<file path="src/rtl/pc_gen_if.sv">
// ---------------------------------------------------------------------------
// pc_gen_if
// Fetch-side and write-back-side signal bundle for the program-counter
// generator.
//   master : the PC generator itself (drives addr/addr_valid/flush/misalign*)
//   slave  : the environment (fetch unit + ALU-WB stage)
// Signals
//   stall          freeze fetch issue
//   addr           current fetch address
//   addr_valid     addr is a live fetch request
//   fetch_ready    fetch accepts addr this cycle
//   fetch_is_ctl   accepted instruction is control-flow
//   fetch_len4     accepted instruction is 4 bytes (2-byte alignment only)
//   wb_valid       ALU-WB result valid
//   wb_jmp_op      0 none, 1 jump, 2 conditional branch, 3 reserved
//   wb_cmp         branch condition
//   wb_target      jump/branch target
//   wb_fault       WB fault
//   flush          redirect accepted this cycle (combinational)
//   misalign       one-cycle pulse, redirect target was misaligned
//   misalign_addr  last offending target
// ---------------------------------------------------------------------------
interface pc_gen_if #(
    parameter int XLEN = 32
);
    logic            stall;
    logic [XLEN-1:0] addr;
    logic            addr_valid;
    logic            fetch_ready;
    logic            fetch_is_ctl;
    logic            fetch_len4;
    logic            wb_valid;
    logic [1:0]      wb_jmp_op;
    logic            wb_cmp;
    logic [XLEN-1:0] wb_target;
    logic            wb_fault;
    logic            flush;
    logic            misalign;
    logic [XLEN-1:0] misalign_addr;

    modport master (
        input  stall, fetch_ready, fetch_is_ctl, fetch_len4,
        input  wb_valid, wb_jmp_op, wb_cmp, wb_target, wb_fault,
        output addr, addr_valid, flush, misalign, misalign_addr
    );

    modport slave (
        output stall, fetch_ready, fetch_is_ctl, fetch_len4,
        output wb_valid, wb_jmp_op, wb_cmp, wb_target, wb_fault,
        input  addr, addr_valid, flush, misalign, misalign_addr
    );
endinterface

</file>
<file path="src/rtl/pc_gen.sv">
// ---------------------------------------------------------------------------
// pc_gen
// Program-counter generator for the fetch front end. Issues sequential fetch
// addresses, parks in WAIT after a control-flow instruction is accepted, and
// takes redirects / faults from the ALU-WB stage. Misaligned redirect targets
// are replaced by TRAP_VECTOR and reported on misalign/misalign_addr.
// Ports
//   clk    : rising-edge clock
//   rst_n  : asynchronous active-low reset
//   bus    : pc_gen_if.master (fetch handshake, WB redirect, flush, misalign)
// Parameters
//   XLEN, RESET_VECTOR, TRAP_VECTOR, IALIGN (2 or 4)
// ---------------------------------------------------------------------------
module pc_gen #(
    parameter int              XLEN         = 32,
    parameter logic [XLEN-1:0] RESET_VECTOR = '0,
    parameter logic [XLEN-1:0] TRAP_VECTOR  = '0,
    parameter int              IALIGN       = 4
) (
    input  logic       clk,
    input  logic       rst_n,
    pc_gen_if.master   bus
);

    localparam logic [0:0] ST_RUN  = 1'b0;
    localparam logic [0:0] ST_WAIT = 1'b1;

    logic [XLEN-1:0] addr_q,  addr_d;
    logic [XLEN-1:0] maddr_q, maddr_d;
    logic [0:0]      state_q, state_d;
    logic            mis_q,   mis_d;

    logic            handshake;
    logic            wb_fault_take;
    logic            wb_taken;
    logic            wb_not_taken;
    logic [XLEN-1:0] step;

    function automatic logic misaligned(input logic [XLEN-1:0] t);
        return t[0] | ((IALIGN == 4) & t[1]);
    endfunction

    // Reset gates addr_valid combinationally so fetch sees no request while rst_n is low.
    assign bus.addr_valid = rst_n & (state_q == ST_RUN) & ~bus.stall;
    assign handshake      = bus.addr_valid & bus.fetch_ready;

    assign wb_fault_take = bus.wb_valid & bus.wb_fault;
    assign wb_taken      = bus.wb_valid & ((bus.wb_jmp_op == 2'd1) |
                                           ((bus.wb_jmp_op == 2'd2) & bus.wb_cmp));
    assign wb_not_taken  = bus.wb_valid & (bus.wb_jmp_op == 2'd2) & ~bus.wb_cmp;

    assign step = ((IALIGN == 4) || bus.fetch_len4) ? XLEN'(4) : XLEN'(2);

    // A same-cycle handshake is dropped whenever a redirect or fault wins; flush tells fetch.
    assign bus.flush = wb_fault_take | wb_taken;

    always_comb begin
        addr_d  = addr_q;
        state_d = state_q;
        mis_d   = 1'b0;
        maddr_d = maddr_q;
        if (wb_fault_take) begin
            addr_d  = TRAP_VECTOR;
            state_d = ST_RUN;
        end else if (wb_taken) begin
            state_d = ST_RUN;
            if (misaligned(bus.wb_target)) begin
                addr_d  = TRAP_VECTOR;
                mis_d   = 1'b1;
                maddr_d = bus.wb_target;
            end else begin
                addr_d  = bus.wb_target;
            end
        end else if (wb_not_taken) begin
            // Fall-through address was already issued before entering WAIT.
            state_d = ST_RUN;
        end else if (handshake) begin
            addr_d = addr_q + step;
            if (bus.fetch_is_ctl) begin
                state_d = ST_WAIT;
            end
        end
    end

    always_ff @(posedge clk or negedge rst_n) begin
        if (!rst_n) begin
            addr_q  <= RESET_VECTOR;
            state_q <= ST_RUN;
            mis_q   <= 1'b0;
            maddr_q <= '0;
        end else begin
            addr_q  <= addr_d;
            state_q <= state_d;
            mis_q   <= mis_d;
            maddr_q <= maddr_d;
        end
    end

    assign bus.addr          = addr_q;
    assign bus.misalign      = mis_q;
    assign bus.misalign_addr = maddr_q;

endmodule

</file>
<file path="src/flat_wrapper.sv">
// flat-port wrapper written by rule: the top's interface ports become plain ports
module pc_gen_flat 
#(
    parameter int              XLEN         = 32,
    parameter logic [XLEN-1:0] RESET_VECTOR = '0,
    parameter logic [XLEN-1:0] TRAP_VECTOR  = '0,
    parameter int              IALIGN       = 4
)
  (clk, rst_n, bus_stall, bus_fetch_ready, bus_fetch_is_ctl, bus_fetch_len4, bus_wb_valid, bus_wb_jmp_op, bus_wb_cmp, bus_wb_target, bus_wb_fault, bus_addr, bus_addr_valid, bus_flush, bus_misalign, bus_misalign_addr);
  pc_gen_if #(.XLEN(XLEN)) bus_i ();
  input  logic clk;
  input  logic rst_n;
  input wire logic [$bits(bus_i.stall)-1:0] bus_stall;
  input wire logic [$bits(bus_i.fetch_ready)-1:0] bus_fetch_ready;
  input wire logic [$bits(bus_i.fetch_is_ctl)-1:0] bus_fetch_is_ctl;
  input wire logic [$bits(bus_i.fetch_len4)-1:0] bus_fetch_len4;
  input wire logic [$bits(bus_i.wb_valid)-1:0] bus_wb_valid;
  input wire logic [$bits(bus_i.wb_jmp_op)-1:0] bus_wb_jmp_op;
  input wire logic [$bits(bus_i.wb_cmp)-1:0] bus_wb_cmp;
  input wire logic [$bits(bus_i.wb_target)-1:0] bus_wb_target;
  input wire logic [$bits(bus_i.wb_fault)-1:0] bus_wb_fault;
  output wire logic [$bits(bus_i.addr)-1:0] bus_addr;
  output wire logic [$bits(bus_i.addr_valid)-1:0] bus_addr_valid;
  output wire logic [$bits(bus_i.flush)-1:0] bus_flush;
  output wire logic [$bits(bus_i.misalign)-1:0] bus_misalign;
  output wire logic [$bits(bus_i.misalign_addr)-1:0] bus_misalign_addr;
  assign bus_i.stall = bus_stall;
  assign bus_i.fetch_ready = bus_fetch_ready;
  assign bus_i.fetch_is_ctl = bus_fetch_is_ctl;
  assign bus_i.fetch_len4 = bus_fetch_len4;
  assign bus_i.wb_valid = bus_wb_valid;
  assign bus_i.wb_jmp_op = bus_wb_jmp_op;
  assign bus_i.wb_cmp = bus_wb_cmp;
  assign bus_i.wb_target = bus_wb_target;
  assign bus_i.wb_fault = bus_wb_fault;
  assign bus_addr = bus_i.addr;
  assign bus_addr_valid = bus_i.addr_valid;
  assign bus_flush = bus_i.flush;
  assign bus_misalign = bus_i.misalign;
  assign bus_misalign_addr = bus_i.misalign_addr;
  pc_gen #(.XLEN(XLEN), .RESET_VECTOR(RESET_VECTOR), .TRAP_VECTOR(TRAP_VECTOR), .IALIGN(IALIGN)) u_core (.clk(clk), .rst_n(rst_n), .bus(bus_i));
endmodule
</file>
<file path="config.mk">
export PLATFORM = sky130hd
export DESIGN_NAME = pc_gen_flat
export DESIGN_NICKNAME = d
export VERILOG_FILES = /design/src/rtl/pc_gen_if.sv /design/src/rtl/pc_gen.sv /design/src/flat_wrapper.sv
export SDC_FILE = /design/constraint.sdc
export NUM_CORES = 1
export LEC_CHECK = 0
export BUFFER_PORTS_ARGS = -buffer_cell sky130_fd_sc_hd__buf_2
export CORE_ASPECT_RATIO = 0.75
export CORE_MARGIN = 4
export CORE_UTILIZATION = 55
export DETAILED_ROUTE_END_ITERATION = 8
export GPL_TIMING_DRIVEN = 0
export PLACE_DENSITY = 0.95
export SYNTH_ARGS = -nofsm -noshare
export SYNTH_HDL_FRONTEND = slang
export SYNTH_SLANG_ARGS = --single-unit
</file>
<file path="constraint.sdc">
create_clock -name clk -period 3.3 [get_ports clk]
set_clock_uncertainty 0.05 [all_clocks]
set_input_delay 0.495 -clock clk [delete_from_list [all_inputs] [get_ports clk]]
set_output_delay 0.495 -clock clk [all_outputs]
set_load 0.03 [all_outputs]
</file>
### Yosys cells after proc, flatten, opt, wreduce, memory -nomap -nowiden

Cells that the tools add are included.

| storage, ports and cells | value |
|---|---|
| register bits after elaboration | 66 |
| latch bits | 0 |
| memory bits (writable) | 0 |
| bits in read-only memories | 0 |
| output and inout port bits | 67 |
| logic and storage cells | 42 |
| memories | 0 |

| cells by class | value |
|---|---|
| add/sub/neg operators | 1 |
| $mul | 0 |
| divide/modulo/power cells | 0 |
| order comparisons | 0 |
| equality and inequality tests | 3 |
| shift-type cells | 0 |
| muxes and demuxes | 13 |
| bitwise operators | 15 |
| reductions and logical operators | 6 |

Operators with widths:

| cell | count |
|---|---|
| 2-to-1 mux 32 bit | 5 |
| adder 32 x 3 -> 32 bit (second input constant) | 1 |
| AND 1 bit | 8 |
| 2-to-1 mux 1 bit | 8 |
| nonzero test 4 bit | 2 |
| inverter 1 bit | 4 |
| AND reduction 2 bit | 2 |
| != test 3 x 1 -> 1 bit (second input constant) | 1 |
| bitwise OR 1 bit | 3 |
| AND reduction 3 bit | 1 |
| nonzero test 3 bit | 1 |
| equality test 2 x 1 -> 1 bit (second input constant) | 1 |
| equality test 2 bit (second input constant) | 1 |

### Longest topological paths before layout

| logic depth | value |
|---|---|
| word-level depth | 8 |
| gate-level depth with buffers | 7 |
| gate-level depth less buffers | 6 |

### Worst setup path after synthesis

No wires, ideal clock.

| path | value |
|---|---|
| kind | reg2reg |
| start point | register u_core.addr_q[2], in the netlist u_core.bus.addr[2] |
| end point | register u_core.addr_q[31], in the netlist u_core.bus.addr[31] |
| data arrival time | 1997 ps |
| data required time | 3124 ps |
| slack | 1127 ps |
| cell stages (with the launch flop) | 7 |
| clock period less this slack | 2173 ps |
| cell sequence | dfrtp_1 > nand4_2 > or4_1 > buf_2 > nor4_4 > mux2i_1 > a221o_1 |

| on the way | value |
|---|---|
| longest elaborated chain between the ends | 5 |

RTL lines:

| what | line | source |
|---|---|---|
| from (decl) | pc_gen.sv:28 | `logic [XLEN-1:0] addr_q, addr_d;` |
| from (signal assigned) | pc_gen.sv:92 | `addr_q <= addr_d;` |
| adder 32 x 3 -> 32 bit | pc_gen.sv:78 | `addr_d = addr_q + step;` |
| 2-to-1 mux 32 bit | pc_gen.sv:77 | `end else if (handshake) begin` |
| 2-to-1 mux 32 bit | pc_gen.sv:74 | `end else if (wb_not_taken) begin` |
| 2-to-1 mux 32 bit | pc_gen.sv:65 | `end else if (wb_taken) begin` |
| 2-to-1 mux 32 bit | pc_gen.sv:62 | `if (wb_fault_take) begin` |

No other way between the ends. The select of a mux whose other input is x is not followed.
A chain may end at the register's enable or synchronous reset.

### Worst setup path after layout

| path | value |
|---|---|
| start point | input port rst_n |
| end point | register u_core.addr_q[15], in the netlist u_core.bus.addr[15] |

| on the way | value |
|---|---|
| longest elaborated chain between the ends | 5 |

RTL lines:

| what | line | source |
|---|---|---|
| from (decl) | flat_wrapper.sv:12 | `input logic rst_n;` |
| AND 1 bit (2 in series) | pc_gen.sv:44 | `assign bus.addr_valid = rst_n & (state_q == ST_RUN) & ~bus.stall;` |
| AND 1 bit | pc_gen.sv:45 | `assign handshake = bus.addr_valid & bus.fetch_ready;` |
| nonzero test 3 bit (no source line) | -- |  |
| AND reduction 2 bit (no source line) | -- |  |

No other way between the ends.

==> summary by stage <==
Run status
The flow ran to the end, and the final reports show no timing, DRC or antenna violations.

CTS
TritonCTS built the clock tree. The clock tree root driver cell is sky130_fd_sc_hd__clkbuf_8. The clock latency of the later-clocked register in the worst-skew pair is 0.35 ns. Counting along the longest clock path gives a buffer depth of 2. In this run the post-CTS setup repair buffer count came out at 0. The clock sink count is 66. Clock-pin slew was measured on the worst setup and hold paths at 0.06 ns.

The H-tree depth is 3. In this run, post-CTS repair resized a total of 0 instances. In this run, post-CTS hold repair placed 0 buffers. Buffers inserted during clock tree synthesis total 9.

Global routing
The number of global-route vias before repair is 3457. The maximum number of pins on one net before global-route repair is 69. Global routing used 28.1% of the available tracks. The first global-routing pass estimated 17100 um of wire. The total overflow left after global routing is 0.

The number of antenna violations at the first check in global routing is 0.

Worst setup path
The critical path is of the in2reg type. In this run the critical register-to-register path is launched from u_core.state_q. The longest individual stage delay on the worst path is 0.63 ns.

The signal on the critical path passes through buf_4 -> nor4bb_1 -> clkbuf_1 -> nor2_1 -> nor3_2 -> clkbuf_1 -> o21ai_0 -> o2bb2ai_1. The endpoint required time on the critical path is 3.46 ns. Along the worst path, the maximum fanout reaches 68.

The worst reg-to-reg path cell count is 7. The number of buffers and inverters on the critical path is 3. The type of origin of the critical path is a primary input.

The slowest stage of the critical path is the sky130_fd_sc_hd__buf_4 cell. The cell family with the largest share of critical-path delay is buffers and inverters. The endpoint identified for the worst register-to-register timing path is u_core.bus.addr[15]. At the worst endpoint, the arrival time is 3.31 ns. The setup slack of the most critical reg-to-reg path is 0.59 ns. The origin of the worst setup path is rst_n. The worst setup path is captured at a flop. The most common cell type on the critical path is sky130_fd_sc_hd__clkbuf_1.

Timing
The worst path uses 95.4% of the clock period. The worst pin sits at a relative slew slack of 39.7%. The post-route minimum period is 3.15 ns. At the pin with the least slew margin, the transition time is 0.896 ns.

Setup total negative slack on the finished layout was measured at 0 ns. Setup repair after global routing left no endpoint under its margin. Derived from the worst setup path, the maximum achievable clock frequency is 0.318 GHz. The final-report hold violation count is 0. The final critical-path setup slack is 0.151 ns. The count of final max-slew check failures is 0. Setup violations remaining at the end of the flow were counted as 0.

Detailed routing
The DRC marker count from the first detailed-route iteration is 398. The via count of the routed design is 3552. In this run the remaining antenna-violating nets after routing total 0. The via density per instance is 6.51. The wire length per cell after detailed routing is 19.4 um. The pre-antenna-repair detailed-routing pass consisted of 6 iterations. The final layout contains routed wiring with a total length of 10600 um.

The DRC violations left is 0.

Die
The die boundary height is 76.9 um. The count of pins on the block boundary is 110. The initialized floorplan defines 24 standard-cell rows. The horizontal extent of the die is 99.8 um. The starting utilization of the core area is 58.2%.

The area of the core region is 5980 sq um. The floorplan step defined a die boundary enclosing 7680 sq um.

Finish
Cells fill 71.5% of the core in the end. Of the cells placed in the final design, the portion with a size suffix greater than 1 is 36.1%. The net count reported at finish is 508. The finished layout cell area is 4270 sq um.

The number of antenna diodes is 0. Relative to the synthesized area, the layout overhead comes to 22.8%.

Logic synthesis
The biggest area contributor in the post-synthesis netlist is sky130_fd_sc_hd__dfrtp_1. Sorting the synthesized cells by area gives the leading types as sky130_fd_sc_hd__dfrtp_1 47%, sky130_fd_sc_hd__mux2_2 10%, sky130_fd_sc_hd__o2bb2ai_1 3.8%. The synthesis warning total is 0.

In the synthesized netlist the async set-or-reset flop fraction comes to 100%. The distinct cell type count after synthesis is 50. A synthesized cell averages 10.1 sq um. The most frequently used flop master after synthesis is sky130_fd_sc_hd__dfrtp_1. The number of synthesized flops with an enable pin is 0.

The proportion of synthesized chip area in sequential cells is 47.5%. Synthesis handed over a netlist of 345 instances. The top-area cell type share of the netlist area is 47.5%. The number of nets in the synthesized netlist is 389. After synthesis the cells add up to 3480 sq um. The number of synthesized register bits is 66.

Placement
Summing all placed instances gives a cell area of 4120 sq um. The pre-CTS worst setup slack is -0.106 ns. The number of port buffers is 108.

Summed over all nets, the half-perimeter wirelength after detailed placement is 7550 um. The placer congestion estimate is 0.933.

Power
The worst-case IR drop observed on VDD is 0.000320 V. Total power for the finished layout comes to 2.23 mW. The leakage power summed over all cells is 1.98 nW. In this run the power density over the cells is 523 nW/um^2.

Job
Max-cap violations in this run came to 0.

Worst hold path
The tightest min-delay check is of the in2async type.
[flip-flops by register name, summed over array words and instances (netlist names)]
register                  cells
u_core.bus.addr              32
u_core.bus.misalign_addr     32
u_core.bus.misalign           1
u_core.state_q                1
[where the power goes]
part | internal [mW] | total [mW] | switching (mW)
clock | 0.263 | 0.561 | 0.298
combinational | 0.220 | 0.668 | 0.448
sequential | 0.929 | 1.00 | 0.0749
total | 1.41 | 2.23 | 0.821
[placed cells by master, fill, tap and decap left out, drive strengths merged, types with 10 or more instances in the layout]
cell and instances:
a21oi 10, buf 114, clkbuf 27, dfrtp 66
inv 11, mux2 32, nand2 21, nand3 19
nor2 24, o21ai 26, o2bb2ai 15
[Yosys cell counts (all sizes together), types with 4 or more instances]
cell type  instances
a31oi              6
and2               4
a22o               4
nor4               9
clkbuf            16
nand4              9
inv               11
nand3             19
and3               7
nor3               8
o21ai             26
a21oi             10
buf                6
nand2             21
a221o              4
a22oi              8
a32oi              4
mux2              32
and4               5
o2bb2ai           15
dfrtp             66
nor2              24
[routing by layer]
metal  track usage (%)  vias up  share of wire (%)
li1                  -     1550                  -
met1              36.3     1690                 38
met2              44.1      271                 46
met3              9.79       41                 14
met4              9.41        0                2.8
met5                 0        -                  0
[layout make-up]
type | count | area (sq um)
Fill cell | 485 | 1700
Multi-Input combinational cell | 246 | 1700
Sequential cell | 66 | 1650
Timing Repair Buffer | 108 | 543
Clock buffer | 11 | 131
Tap cell | 78 | 97.6
Buffer | 22 | 88.8
Inverter | 11 | 41.3
Clock inverter | 4 | 20.0
[stage by stage]
step,std cells,hold slack (ns)
2_1_floorplan,345,0.149
5_1_grt,546,0.268
3_3_place_gp,531,0.415
3_5_place_dp,531,0.419
4_1_cts,546,0.224
6_report,546,0.190
[worst reg2reg max path, stage by stage, from the launching register on]
cell and delay, ns:
sky130_fd_sc_hd__dfrtp_1 0.40, sky130_fd_sc_hd__nor4bb_1 0.27, sky130_fd_sc_hd__clkbuf_1 0.33, sky130_fd_sc_hd__nor2_1 0.12
sky130_fd_sc_hd__nor3_2 0.60, sky130_fd_sc_hd__clkbuf_1 0.44, sky130_fd_sc_hd__o21ai_0 0.21, sky130_fd_sc_hd__o2bb2ai_1 0.17
[worst max path at each step]
stage,end,cells past startpoint
2_1_floorplan,u_core.bus.addr[31],6
3_3_place_gp,u_core.bus.addr[24],8
3_5_place_dp,u_core.bus.addr[15],8
4_1_cts,u_core.bus.addr[15],8
5_1_grt,u_core.bus.addr[15],8
6_report,u_core.bus.addr[15],8
[cells by family (layout without fill, tap and decap cells)]
family          after synthesis  after routing  share of synthesized area [%]
flops                        66             66                           47.5
simple gates                119            119                           19.0
mux                          34             34                           10.9
xor+xnor                      1              1                          0.252
compound gates               91             91                           18.2
fa+ha+maj                     1              1                          0.360
buf+inv                      33            156                           3.74
(Power assumes the default switching activity.)
